File: src/rtl/cu_sequencer_mod.sv
// Microcode sequencer: selects the next microcode address from the advance
// field of the executing control word, holds the pipeline on data-bus waits,
// and takes the interrupt-entry routine at instruction boundaries.
module cu_sequencer_mod #(
    parameter logic [9:0]  FETCH_ENTRY = 10'h000,
    parameter logic [9:0]  IRQ_ENTRY   = 10'h3F0,
    parameter logic [58:0] NOP_WORD    = 59'h0000_0000_4000_0004
) (
    input  logic        clk,
    input  logic        rst,
    input  logic [58:0] ucode_word,
    input  logic [9:0]  dispatch_target,
    input  logic        cond_true,
    input  logic        mem_wait,
    input  logic        irq_req,
    output logic [9:0]  ucode_addr,
    output logic [58:0] control_signals,
    output logic [9:0]  upc,
    output logic        cs_stall,
    output logic        irq_ack
);

    typedef enum logic [1:0] {
        RST_S = 2'd0,
        RUN   = 2'd1,
        STALL = 2'd2
    } state_t;

    state_t      state;
    logic [1:0]  adv;
    logic        access_active;
    logic        stall;
    logic        irq_take;
    logic [9:0]  next_upc;

    assign adv           = control_signals[29:28];
    // Either strobe low means a bus access is in flight for this word.
    assign access_active = !control_signals[30] || !control_signals[2];

    // Stall detection: mem_wait only matters once a real word is executing.
    always_comb begin
        stall = 1'b0;
        if ((state == RUN || state == STALL) && mem_wait && access_active)
            stall = 1'b1;
    end

    assign cs_stall = stall;

    // Next-address selection; a stall freezes the address on the current word.
    always_comb begin
        next_upc = upc;
        irq_take = 1'b0;
        if (!stall) begin
            unique case (state)
                RST_S: next_upc = FETCH_ENTRY;
                default: begin
                    unique case (adv)
                        2'b00: next_upc = upc + 10'd1;
                        2'b01: next_upc = dispatch_target;
                        2'b10: next_upc = cond_true ? upc + 10'd1 : FETCH_ENTRY;
                        2'b11: begin
                            irq_take = irq_req;
                            next_upc = irq_req ? IRQ_ENTRY : FETCH_ENTRY;
                        end
                    endcase
                end
            endcase
        end
    end

    assign ucode_addr = next_upc;

    // State, control word, upc and interrupt acknowledge registers.
    always_ff @(posedge clk) begin
        if (rst) begin
            state           <= RST_S;
            control_signals <= NOP_WORD;
            upc             <= 10'h3FF;
            irq_ack         <= 1'b0;
        end else if (stall) begin
            state   <= STALL;
            irq_ack <= 1'b0;
        end else begin
            state           <= RUN;
            control_signals <= ucode_word;
            upc             <= next_upc;
            irq_ack         <= irq_take;
        end
    end

endmodule

File: config.mk
export PLATFORM = sky130hd
export DESIGN_NAME = cu_sequencer_mod
export DESIGN_NICKNAME = d
export VERILOG_FILES = /design/src/rtl/cu_sequencer_mod.sv
export SDC_FILE = /design/constraint.sdc
export NUM_CORES = 1
export LEC_CHECK = 0
export CAP_MARGIN = 20
export CORE_MARGIN = 1
export CORE_UTILIZATION = 36
export DETAILED_ROUTE_END_ITERATION = 6
export PLACE_DENSITY_LB_ADDON = 0.1
export REMOVE_ABC_BUFFERS = 1
export SLEW_MARGIN = 40
export SYNTH_ARGS = -nofsm -noshare
export SYNTH_HDL_FRONTEND = slang
export SYNTH_SLANG_ARGS = --single-unit
File: constraint.sdc
create_clock -name clk -period 1.6 [get_ports clk]
set_input_delay 0.32 -clock clk [delete_from_list [all_inputs] [get_ports clk]]
set_output_delay 0.32 -clock clk [all_outputs]
set_load 0.02 [all_outputs]
==> flow_metrics.py <==
metrics = {
    "outcome": {
        "outcome": "finished, violations left",
        "violations": "setup timing",
    },
    "synth": {
        "synth_top_family_by_area": "simple AND/OR/NAND/NOR gates",
        "yosys.area_share.simple": 0.2631,
        "syn_area_um2": 3100,
        "synthCells": 396,
        "yosysWarningCount": 0,
        "synth_ff_type": "dfxtp_1",
        "synth-adder-area-share": 0.008071,
        "synth_compound_area_frac": 0.1905,
        "synth_cell_types": 47,
        "synth_area_per_cell_um2": 7.829,
        "ys_seq_area_frac": 0.4649,
        "synth_mux_area_frac": 0.006457,
        "synth_seq_cells": 72,
        "synth_xor_area_frac": 0,
        "synth_edf_count": 0,
        "synth-async-reset-ratio": 0,
    },
    "critical_path": {
        "crit_arrival_ns": 1.87,
        "critPathRequiredTime_ns": 1.28,
        "cp_max_fo": 3,
        "crit_path_start_kind": "flip-flop",
        "cp-end-kind": "output port",
        "critPathKind": "reg2out",
    },
    "pwr": {
        "power_density_nw_per_um2": 883.2,
        "p_leak_nw": 2.993,
        "ir_drop_mv": 0.6546,
        "power_w": 0.005607,
    },
    "sta": {
        "period_needed_ns": 2.188,
        "hold_slack_ns": 0.3482,
        "rsz0062_at_grt": "true",
        "tightestPinTransition_ns": 0.4774,
        "period_share": 1.367,
        "relSlewSlack": 0.6788,
        "timing.final.max_slew_violations": 0,
        "finClkSkew_ns": 0.01495,
        "final-setup-viol-count": 57,
        "setup_ws_ns": -0.5878,
        "hold_viol": 0,
        "fmaxAchievable_mhz": 457.1,
    },
    "layout": {
        "areaGrowthSynthToFinish_pct": 104.8,
        "final_area_um2": 6349,
        "drive_above_1_share": 0.4175,
        "fillers": 618,
        "final_cell_mix": "82 x nand2_1, 71 x clkdlybuf4s50_1, 62 x dlygate4sd2_1, 59 x dfxtp_1, 57 x buf_4",
        "final_common_cell": "nand2_1",
        "antenna_cells": 0,
        "instances_no_fill": 723,
        "fin_nets": 690,
    },
    "detailed_routing": {
        "drc_errors": 0,
        "wl_per_cell_um": 16.01,
        "drtIter0Drc": 150,
        "num_vias": 3731,
        "drtPass1Iterations": 4,
        "ant_nets": 0,
        "finalWirelength_um": 11580,
        "via_per_inst": 5.160,
    },
    "floorplanning": {
        "dieArea_um2": 8988,
        "dieWidth_um": 94.81,
        "fp-row-count": 33,
        "die_h_um": 94.81,
        "ioPinCount": 155,
        "initial_core_util": 0.3755,
        "core_um2": 8258,
    },
    "global_routing": {
        "overflow": 0,
        "gr-usage-all-layers": 0.2405,
        "antenna_found_initial": 0,
        "grt_start_max_net_pins": 61,
        "grt_pass1_wl_um": 16670,
        "grt_pass1_vias": 3477,
    },
    "clock_network": {
        "clockBufferDepth": 2,
        "cts_buffers": 9,
        "clk_latency_ns": 0.34,
        "clk_pin_slew_ns": 0.09,
        "clkSinkCount": 72,
        "cts_tree": "built",
        "root_buffer": "clkbuf_8",
        "cts_max_level": 3,
    },
    "place": {
        "gp_congestion": 0.8629,
        "io_buffers": 154,
        "dpl_cell_area_um2": 5021,
        "placed_cells": 678,
        "dp_hpwl_um": 6918,
    },
    "min_path": {
        "hold_path.class": "in2reg",
    },
    "run": {
        "max_cap_viol_count": 0,
    },
}
[synth_stat cells, drive strengths merged, types with 2 or more instances]
cell      n  area share
buf      18       0.034
nor2b     2      0.0065
a21boi    2      0.0048
nand3     9       0.015
a31oi     2      0.0040
o21ai    11       0.018
o32a      2      0.0065
nor3      6      0.0097
dfxtp    72        0.46
nand3b    2      0.0048
and2      4      0.0081
ha        2      0.0081
a22o      2      0.0057
nor4      5       0.010
a221o     2      0.0065
inv      10       0.012
a221oi    2      0.0077
nand2   130        0.16
a21oi    63        0.10
clkbuf   12       0.021
o221ai    3       0.013
nor4b     3      0.0085
and3      3      0.0061
nor2      7      0.0085
o22ai     3      0.0061
mux2i     2      0.0065
nand4     3       0.011
nand2b    4      0.0081
[metrics by stage]
step	util	setup slack (ns)	setup TNS, ns
floorplan	-	-2.267	-121.00
global placement	0.6080	-1.103	-31.73
detailed placement	0.6080	-1.096	-32.36
CTS	0.7136	-0.6025	-7.497
global route	0.7688	-0.6592	-12.08
finish	0.7688	-0.5878	-8.652
[state kept, by name (all words and copies together) (netlist names)]
register and count:
irq_ack 1, upc 10, control_signals 59, state 2
[metal layers]
| metal | GRT usage | part of all wire | vias to the layer above |
|---|---|---|---|
| met3 | 0.07085 | 0.073 | 27 |
| met1 | 0.2758 | 0.40 | 1782 |
| met4 | 0.09975 | 0.029 | 0 |
| met2 | 0.4149 | 0.49 | 135 |
| met5 | 0 | 0 | - |
| li1 | - | - | 1787 |
[critical path, cell delays in order, from the launching register on]
cell     delay [ns]
dfxtp_2        0.37
ha_4           0.16
and3_4         0.21
nand3_4        0.08
o32a_1         0.34
o22ai_1        0.19
buf_4          0.17
[worst paths after layout]
check | from | end | slack (ns) | cells past startpoint
hold / removal | rst | state[0] | 0.35 | 2
setup / recovery | upc[1] | ucode_addr[8] | -0.59 | 6
setup reg to reg | state[0] | control_signals[46] | -0.15 | 12
hold reg to reg | control_signals[3] | control_signals[3] | 0.45 | 2
[timing repair]
item                       CTS  global route
setup buffers               28            10
cloned                       4             2
hold buffers                 0             0
pin swaps                   27            47
resized for setup          245           146
setup endpoints to repair  147            82
[report_power, final]
group	total, W	leakage, nW	switching (W)	internal [W]
clock	0.00166	0.112	0.000697	0.000961
sequential	0.00207	0.601	0.000128	0.00194
combinational	0.00188	2.28	0.000937	0.000943
[logic make-up (layout without fill, tap and decap cells)]
group / after synthesis / after routing
AND/OR/NAND/NOR: 182 / 182
flip-flops: 72 / 72
multiplexers: 2 / 2
AO/OA/AOI/OAI: 98 / 98
buffers and inverters: 40 / 262
adder cells (fa/ha/maj): 2 / 2
[layout make-up]
cell class / instances / area (um2) / share of cell area
clock buffers: 11 / 151.4 / 0.02385
multi-input cells: 284 / 2125 / 0.3346
repair buffers: 237 / 2350 / 0.3701
inverters: 10 / 50.05 / 0.007883
well taps: 105 / 131.4 / 0.02069
flip-flops and latches: 72 / 1465 / 0.2308
clock inverters: 4 / 76.32 / 0.01202
(Power assumes the default switching activity.)
